`config.mk`:
```
export PLATFORM = sky130hd
export DESIGN_NAME = sf_norm_stream_flat
export DESIGN_NICKNAME = d
export VERILOG_FILES = /design/src/rtl/sf_norm_stream_if.sv /design/src/rtl/sf_norm_stream.sv /design/src/flat_wrapper.sv
export SDC_FILE = /design/constraint.sdc
export NUM_CORES = 2
export LEC_CHECK = 0
export CORE_ASPECT_RATIO = 1.1
export CORE_MARGIN = 8
export CORE_UTILIZATION = 55
export CTS_CLUSTER_DIAMETER = 40
export DETAILED_ROUTE_END_ITERATION = 6
export MAX_ROUTING_LAYER = met4
export PLACE_DENSITY = 0.77
export RECOVER_POWER = 100
export SYNTH_ARGS = -nofsm -noshare
export SYNTH_HDL_FRONTEND = slang
export SYNTH_SLANG_ARGS = --single-unit
```
`constraint.sdc`:
```
create_clock -name clk -period 15.9 [get_ports clk]
set_input_delay 1.59 -clock clk [delete_from_list [all_inputs] [get_ports clk]]
set_output_delay 1.59 -clock clk [all_outputs]
set_load 0.01 [all_outputs]
```
`src/rtl/sf_norm_stream_if.sv`:
```
// Stream interface for the softermax normaliser: element input side and
// probability output side, both valid/ready.
// Handshake: a beat transfers on a rising clk edge where valid and ready are
// both high; a source holds its payload stable while valid is high and ready
// is low, and ready may change freely without waiting for valid.
interface sf_norm_stream_if #(
   parameter int DATA_SIZE = 16,
   parameter int ROW_WIDTH = 8,
   parameter int MAX_W     = 8
);
   localparam int LEN_W = $clog2(ROW_WIDTH + 1);
   localparam int IDX_W = $clog2(ROW_WIDTH);

   logic                 in_valid;
   logic                 in_ready;
   logic [DATA_SIZE-1:0] in_data;
   logic [MAX_W-1:0]     in_max;
   logic [LEN_W-1:0]     row_len;
   logic                 out_valid;
   logic                 out_ready;
   logic [DATA_SIZE-1:0] out_data;
   logic [IDX_W-1:0]     out_idx;
   logic                 out_last;

   modport master (
      output in_valid, in_data, in_max, row_len, out_ready,
      input  in_ready, out_valid, out_data, out_idx, out_last
   );

   modport slave (
      input  in_valid, in_data, in_max, row_len, out_ready,
      output in_ready, out_valid, out_data, out_idx, out_last
   );
endinterface

```
`src/rtl/sf_norm_stream.sv`:
```
// Streaming softermax normaliser. Accumulates a row of (e_i, m_i) with an
// online max and rescaled running sum, computes R = floor(2^(LARGE_SIZE-1)/sum)
// with a restoring divider, then streams p_i = (a_i * R) >> (LARGE_SIZE-DATA_SIZE).
// Optional macro SF_NORM_ROUND_EN: round-half-up on p_i instead of truncation.
// dbg_state exposes the FSM state (0 IDLE, 1 ACCUM, 2 RECIP, 3 OUT).
module sf_norm_stream #(
   parameter int DATA_SIZE  = 16,
   parameter int LARGE_SIZE = 32,
   parameter int ROW_WIDTH  = 8,
   parameter int MAX_W      = 8
) (
   input  logic            clk,
   input  logic            rst,
   sf_norm_stream_if.slave bus,
   output logic            busy,
   output logic [1:0]      dbg_state
);
   localparam int LEN_W  = $clog2(ROW_WIDTH + 1);
   localparam int IDX_W  = $clog2(ROW_WIDTH);
   localparam int DCNT_W = $clog2(LARGE_SIZE);
   localparam int SHIFT  = LARGE_SIZE - DATA_SIZE;
   localparam int PROD_W = DATA_SIZE + LARGE_SIZE;

   typedef enum logic [1:0] {S_IDLE = 2'd0, S_ACCUM = 2'd1, S_RECIP = 2'd2, S_OUT = 2'd3} state_t;

   state_t                state_q, state_d;
   logic [LEN_W-1:0]      len_q, len_d, cnt_q, cnt_d, rd_q, rd_d;
   logic [LARGE_SIZE-1:0] sum_q, sum_d, rem_q, rem_d, quo_q, quo_d;
   logic [MAX_W-1:0]      max_q, max_d;
   logic [DCNT_W-1:0]     dcnt_q, dcnt_d;
   logic [DATA_SIZE-1:0]  e_buf_q [ROW_WIDTH];
   logic [DATA_SIZE-1:0]  e_buf_d [ROW_WIDTH];
   logic [MAX_W-1:0]      m_buf_q [ROW_WIDTH];
   logic [MAX_W-1:0]      m_buf_d [ROW_WIDTH];
   logic                  in_ready_q, in_ready_d, busy_q, busy_d;
   logic                  out_valid_q, out_valid_d, out_last_q, out_last_d;
   logic [DATA_SIZE-1:0]  out_data_q, out_data_d;
   logic [IDX_W-1:0]      out_idx_q, out_idx_d;

   logic                  accept;
   logic [LEN_W-1:0]      len_clamp;
   logic signed [MAX_W:0] mdiff;
   logic [MAX_W:0]        up_sh, dn_sh, out_sh;
   logic [LARGE_SIZE:0]   acc, rem_sh;
   logic [LARGE_SIZE-1:0] acc_sum, rem_sub;
   logic [MAX_W-1:0]      acc_max;
   logic                  quo_bit;
   logic [IDX_W-1:0]      ridx;
   logic [DATA_SIZE-1:0]  a_val, p_val;
   logic [PROD_W-1:0]     prod, prod_sh;

   // Datapath: online max/sum update, one restoring-divider step, probability of element rd_q.
   always_comb begin
      accept    = bus.in_valid & in_ready_q;
      len_clamp = ((bus.row_len == '0) || (bus.row_len > LEN_W'(ROW_WIDTH))) ? LEN_W'(ROW_WIDTH) : bus.row_len;
      // Max difference at MAX_W+1 bits so extreme signed maxima cannot wrap.
      mdiff = $signed({bus.in_max[MAX_W-1], bus.in_max}) - $signed({max_q[MAX_W-1], max_q});
      up_sh = mdiff;
      dn_sh = -mdiff;
      if (!mdiff[MAX_W] && (mdiff != '0)) begin
         acc     = {1'b0, sum_q >> up_sh} + {{(LARGE_SIZE + 1 - DATA_SIZE){1'b0}}, bus.in_data};
         acc_max = bus.in_max;
      end else begin
         acc     = {1'b0, sum_q} + {{(LARGE_SIZE + 1 - DATA_SIZE){1'b0}}, bus.in_data >> dn_sh};
         acc_max = max_q;
      end
      acc_sum = acc[LARGE_SIZE] ? '1 : acc[LARGE_SIZE-1:0];

      // Dividend is 2^(LARGE_SIZE-1): its only set bit enters on the first step.
      rem_sh  = {rem_q, (dcnt_q == '0)};
      quo_bit = (rem_sh >= {1'b0, sum_q});
      rem_sub = quo_bit ? (rem_sh[LARGE_SIZE-1:0] - sum_q) : rem_sh[LARGE_SIZE-1:0];

      ridx    = rd_q[IDX_W-1:0];
      out_sh  = $signed({max_q[MAX_W-1], max_q}) - $signed({m_buf_q[ridx][MAX_W-1], m_buf_q[ridx]});
      a_val   = e_buf_q[ridx] >> out_sh;
      prod    = {{LARGE_SIZE{1'b0}}, a_val} * {{DATA_SIZE{1'b0}}, quo_q};
`ifdef SF_NORM_ROUND_EN
      prod    = prod + (PROD_W'(1) << (SHIFT - 1));
`else
      prod    = prod + '0;
`endif
      prod_sh = prod >> SHIFT;
      p_val   = (|prod_sh[PROD_W-1:DATA_SIZE]) ? '1 : prod_sh[DATA_SIZE-1:0];
   end

   // Next-state and next-output logic for IDLE -> ACCUM -> RECIP -> OUT -> IDLE.
   always_comb begin
      state_d     = state_q;
      len_d       = len_q;
      cnt_d       = cnt_q;
      rd_d        = rd_q;
      sum_d       = sum_q;
      max_d       = max_q;
      rem_d       = rem_q;
      quo_d       = quo_q;
      dcnt_d      = dcnt_q;
      e_buf_d     = e_buf_q;
      m_buf_d     = m_buf_q;
      in_ready_d  = in_ready_q;
      busy_d      = busy_q;
      out_valid_d = out_valid_q;
      out_last_d  = out_last_q;
      out_data_d  = out_data_q;
      out_idx_d   = out_idx_q;
      case (state_q)
         S_IDLE: begin
            if (accept) begin
               e_buf_d[0] = bus.in_data;
               m_buf_d[0] = bus.in_max;
               sum_d      = {{(LARGE_SIZE - DATA_SIZE){1'b0}}, bus.in_data};
               max_d      = bus.in_max;
               len_d      = len_clamp;
               cnt_d      = LEN_W'(1);
               busy_d     = 1'b1;
               rem_d      = '0;
               quo_d      = '0;
               dcnt_d     = '0;
               if (len_clamp == LEN_W'(1)) begin
                  state_d    = S_RECIP;
                  in_ready_d = 1'b0;
               end else begin
                  state_d = S_ACCUM;
               end
            end
         end
         S_ACCUM: begin
            if (accept) begin
               e_buf_d[cnt_q[IDX_W-1:0]] = bus.in_data;
               m_buf_d[cnt_q[IDX_W-1:0]] = bus.in_max;
               sum_d = acc_sum;
               max_d = acc_max;
               cnt_d = cnt_q + LEN_W'(1);
               if (cnt_q + LEN_W'(1) == len_q) begin
                  state_d    = S_RECIP;
                  in_ready_d = 1'b0;
               end
            end
         end
         S_RECIP: begin
            if (sum_q == '0) begin
               // Nothing to normalise: R stays 0 so every p_i comes out 0.
               quo_d   = '0;
               rd_d    = '0;
               state_d = S_OUT;
            end else begin
               rem_d  = rem_sub;
               quo_d  = {quo_q[LARGE_SIZE-2:0], quo_bit};
               dcnt_d = dcnt_q + DCNT_W'(1);
               if (dcnt_q == DCNT_W'(LARGE_SIZE - 1)) begin
                  rd_d    = '0;
                  state_d = S_OUT;
               end
            end
         end
         S_OUT: begin
            if (!out_valid_q || bus.out_ready) begin
               if (out_valid_q && out_last_q) begin
                  state_d     = S_IDLE;
                  out_valid_d = 1'b0;
                  out_last_d  = 1'b0;
                  out_data_d  = '0;
                  out_idx_d   = '0;
                  in_ready_d  = 1'b1;
                  busy_d      = 1'b0;
                  cnt_d       = '0;
                  sum_d       = '0;
                  max_d       = '0;
               end else begin
                  out_valid_d = 1'b1;
                  out_data_d  = p_val;
                  out_idx_d   = ridx;
                  out_last_d  = (rd_q == len_q - LEN_W'(1));
                  rd_d        = rd_q + LEN_W'(1);
               end
            end
         end
         default: state_d = S_IDLE;
      endcase
   end

   // State and registered outputs; reset aborts any row in progress.
   always_ff @(posedge clk) begin
      if (rst) begin
         state_q     <= S_IDLE;
         len_q       <= '0;
         cnt_q       <= '0;
         rd_q        <= '0;
         sum_q       <= '0;
         max_q       <= '0;
         rem_q       <= '0;
         quo_q       <= '0;
         dcnt_q      <= '0;
         for (int i = 0; i < ROW_WIDTH; i++) begin
            e_buf_q[i] <= '0;
            m_buf_q[i] <= '0;
         end
         in_ready_q  <= 1'b1;
         busy_q      <= 1'b0;
         out_valid_q <= 1'b0;
         out_last_q  <= 1'b0;
         out_data_q  <= '0;
         out_idx_q   <= '0;
      end else begin
         state_q     <= state_d;
         len_q       <= len_d;
         cnt_q       <= cnt_d;
         rd_q        <= rd_d;
         sum_q       <= sum_d;
         max_q       <= max_d;
         rem_q       <= rem_d;
         quo_q       <= quo_d;
         dcnt_q      <= dcnt_d;
         e_buf_q     <= e_buf_d;
         m_buf_q     <= m_buf_d;
         in_ready_q  <= in_ready_d;
         busy_q      <= busy_d;
         out_valid_q <= out_valid_d;
         out_last_q  <= out_last_d;
         out_data_q  <= out_data_d;
         out_idx_q   <= out_idx_d;
      end
   end

   assign bus.in_ready  = in_ready_q;
   assign bus.out_valid = out_valid_q;
   assign bus.out_data  = out_data_q;
   assign bus.out_idx   = out_idx_q;
   assign bus.out_last  = out_last_q;
   assign busy          = busy_q;
   assign dbg_state     = state_q;
endmodule
```
`src/flat_wrapper.sv`:
```
// flat-port wrapper written by rule: the top's interface ports become plain ports
module sf_norm_stream_flat 
#(
   parameter int DATA_SIZE  = 16,
   parameter int LARGE_SIZE = 32,
   parameter int ROW_WIDTH  = 8,
   parameter int MAX_W      = 8
)
  (clk, rst, busy, dbg_state, bus_in_valid, bus_in_data, bus_in_max, bus_row_len, bus_out_ready, bus_in_ready, bus_out_valid, bus_out_data, bus_out_idx, bus_out_last);
  sf_norm_stream_if #(.DATA_SIZE(DATA_SIZE), .ROW_WIDTH(ROW_WIDTH), .MAX_W(MAX_W)) bus_i ();
  input  logic clk;
  input  logic rst;
  output logic busy;
  output logic [1:0] dbg_state;
  input wire logic [$bits(bus_i.in_valid)-1:0] bus_in_valid;
  input wire logic [$bits(bus_i.in_data)-1:0] bus_in_data;
  input wire logic [$bits(bus_i.in_max)-1:0] bus_in_max;
  input wire logic [$bits(bus_i.row_len)-1:0] bus_row_len;
  input wire logic [$bits(bus_i.out_ready)-1:0] bus_out_ready;
  output wire logic [$bits(bus_i.in_ready)-1:0] bus_in_ready;
  output wire logic [$bits(bus_i.out_valid)-1:0] bus_out_valid;
  output wire logic [$bits(bus_i.out_data)-1:0] bus_out_data;
  output wire logic [$bits(bus_i.out_idx)-1:0] bus_out_idx;
  output wire logic [$bits(bus_i.out_last)-1:0] bus_out_last;
  assign bus_i.in_valid = bus_in_valid;
  assign bus_i.in_data = bus_in_data;
  assign bus_i.in_max = bus_in_max;
  assign bus_i.row_len = bus_row_len;
  assign bus_i.out_ready = bus_out_ready;
  assign bus_in_ready = bus_i.in_ready;
  assign bus_out_valid = bus_i.out_valid;
  assign bus_out_data = bus_i.out_data;
  assign bus_out_idx = bus_i.out_idx;
  assign bus_out_last = bus_i.out_last;
  sf_norm_stream #(.DATA_SIZE(DATA_SIZE), .LARGE_SIZE(LARGE_SIZE), .ROW_WIDTH(ROW_WIDTH), .MAX_W(MAX_W)) u_core (.clk(clk), .rst(rst), .bus(bus_i), .busy(busy), .dbg_state(dbg_state));
endmodule
```
==> results.md <==
- Status: complete, but fails checks
- Failing checks: max-capacitance violations, max-slew violations
- CP max stage cell: dfxtp_1
- Final period utilization: 83.5%
- Pwr Total: 4.78 mW
- CTS root buf: clkbuf_16
- Congestion Overflow GR: 0
- Seq/Total Area, Yosys: 17.3%
- Die area: 0.0798 sq mm
- Placed insts: 5562
- Setup crit end kind: flop
- Main flop type after synthesis: dfxtp_1
- Ys async rst share: 0%
- Fillers: 6121
- Syn_area_per_cell: 8.09 sq um
- Crit-path max FO: 33
- Setup Viol. Count Final: 0
- Final ANT Viol Nets: 0
- CTS tree: yes
- RSZ-0062 raised after global routing: false
- Most frequent cell after synthesis: nand2_1
- Chip height: 295 microns
- Worst path required time: 16170 ps
- Flops & latches, synth: 338
- Most frequent cells after synthesis: nand2_1 (818), inv_1 (541), fa_1 (422)
- Least-Margin Pin Slew: 9060 ps
- Pins over their slew limit: 372
- Startpoint types: flop
- Synth cell types: 84
- Die extent in x: 270 microns
- Area Growth Syn to Fin: 7.46%
- Via count: 34870
- Core Util, Final: 59.7%
- Core region area: 0.0703 sq mm
- Initial antenna violation count: 1
- Largest net degree at the start of global routing: 212
- Skew-Pair Late Insertion Delay: 650 ps
- Cell Count, Final, Fillers Out: 5662
- Cts bufs inserted: 54
- Total iterations of the first detailed-routing run: 6
- Hold depth: 2
- Max cap viols: 4
- Mapped Cells: 4826
- Clock Path Buffers: 3
- Row count: 102
- Post-CTS setup buffer count: 0
- Share of cells above drive strength 1: 6.52%
- Class of the most critical setup path: reg -> reg
- First-pass GRT wire length: 187000 microns
- Global Route Usage Sum: 29.6%
- Clock sink count: 338
- Detail Placement HPWL: 83700 microns
- Multi-input gate area: 0.0291 sq mm
- Vias/cell: 6.16
- Reg2Reg Depth: 40
- Initial Util: 55.5%
- Syn_nets: 5490
- Post-synth EDFFs: 0
- Vias in the first global route: 34963
- Port buffer count: 56
- Resized cells post-CTS: 0
- Worst rel slew slack: -504%
- Synth area leaders: fa_1 (22%), dfxtp_1 (17%), nand2_1 (7.9%)
- H-tree depth: 2
- Class of the worst hold path: reg -> reg
- Placer congestion estimate: 1.02
- Tmin final: 13280 ps
- Synth top area share: 21.6%
- CP dominant cell by count: fa_1
- Synth Cell Area: 0.0390 sq mm
- Final hold violation count: 0
- Fmax: 75.3 MHz
- I/O Pins: 57
- Initial DRC Count: 3231
- Pwr/cell area: 114 mW/mm^2
- Worst EP arrival: 13550 ps
- Drt total wl: 116000 microns
- Clock skew: 43.8 ps
- Leak: 17.4 nW
- Biggest cell delay along the critical path: 1370 ps
- Reg clk slew, reported paths: 50 ps
- # DRC: 0
- Synth area leader: fa_1
- TNS Setup: 0 ps
- Routed wire length per instance: 20.5 microns
- # hold bufs at CTS: 0
- Synthesis Warnings: 0
- Seq. cell area: 0.00677 sq mm
- Number of nets in the layout: 5346
- Peak VDD IR: 143 uV
## layout by cell type (no fill, tap or decap), types with 11 or more instances in the layout
cell,count
nand2_1,818
inv_1,541
fa_1,422
a21oi_1,391
dfxtp_1,336
and2_1,272
nor2_1,259
ha_1,210
o21ai_0,157
mux2i_1,134
xnor2_1,76
nand3_1,75
a21o_1,68
nor3_1,63
mux4_2,61
buf_4,55
clkbuf_16,54
a22oi_1,52
xor2_1,39
nand4_1,38
a211oi_1,37
a31oi_1,36
mux2_2,31
clkdlybuf4s50_1,29
and3_1,27
dlygate4sd3_1,26
nand2b_1,22
nor4_1,22
nor2b_1,20
o211ai_1,20
o21bai_1,20
or2_2,18
nor3b_1,17
o21a_1,16
o22ai_1,13
or3_1,12
a311oi_1,12
o31ai_1,11
o311ai_0,11
nor2_2,11
## routing by layer
metal,global-route usage [%],part of all wire [%],vias to the layer above
li1,-,-,15720
met1,37.2,40,17061
met2,47.6,47,1735
met3,4.99,9.3,354
met4,11.7,4.2,0
met5,-,0,-
## final timing paths
kind | from | to | slack, ps
setup / recovery | u_core.rd_q[1]$_SDFFE_PP0P_ | u_core.bus.out_data[9]$_SDFFE_PP0P_ | 2620
hold / removal | u_core.e_buf_q[31]$_SDFFE_PP0P_ | u_core.e_buf_q[31]$_SDFFE_PP0P_ | 450
setup reg to reg | u_core.rd_q[1]$_SDFFE_PP0P_ | u_core.bus.out_data[9]$_SDFFE_PP0P_ | 2620
hold reg to reg | u_core.e_buf_q[31]$_SDFFE_PP0P_ | u_core.e_buf_q[31]$_SDFFE_PP0P_ | 450
## critical path, delay by kind of cell, from the launching register on
family          cells  cell delay, ps
compound gates     18            4690
fa+ha+maj           8            3590
buf+inv             5            1020
flops               1            1370
simple gates        7            1550
mux                 2             650
## area by class of cell
class	count	area share (%)
Inverter	544	4.87
Timing Repair Buffer	113	2.32
Clock buffer	63	3.37
Antenna cell	1	0.00597
Clock inverter	36	1.04
Sequential cell	338	16.1
Tap cell	936	2.79
Multi-Input combinational cell	3631	69.5
## through the flow
stage,area [sq um],setup slack [ps],hold slack [ps]
after floorplan,39000,4410,432
after global placement,40200,3920,439
after detailed placement,40200,3580,446
after CTS,42000,3570,454
after global routing,41900,1790,469
final,41900,2620,452
## report_power, final
part           internal (mW)  leakage [nW]  switching (mW)  total, mW
clock                  0.718         0.889           0.473       1.19
sequential             0.910          2.73          0.0985       1.01
combinational          0.911          13.8            1.67       2.58
## logic make-up after synthesis
logic type	count (synthesis)	synth area share (%)
buf+inv	857	8.42
compound gates	949	15.2
mux	229	8.01
xor+xnor	119	2.67
flops	338	17.3
fa+ha+maj	632	28.4
simple gates	1702	20.0
## sequential cells by signal (all words and copies together), names as in the netlist
name                  count
u_core.e_buf_q          128
u_core.m_buf_q           64
u_core.quo_q             32
u_core.rem_q             32
u_core.sum_q             32
u_core.bus.out_data      16
u_core.max_q              8
u_core.dcnt_q             5
u_core.cnt_q              4
u_core.len_q              4
u_core.rd_q               4
u_core.bus.out_idx        3
u_core.dbg_state          2
u_core.bus.in_ready       1
u_core.bus.out_last       1
u_core.bus.out_valid      1
u_core.busy               1
(Power assumes the default switching activity.)
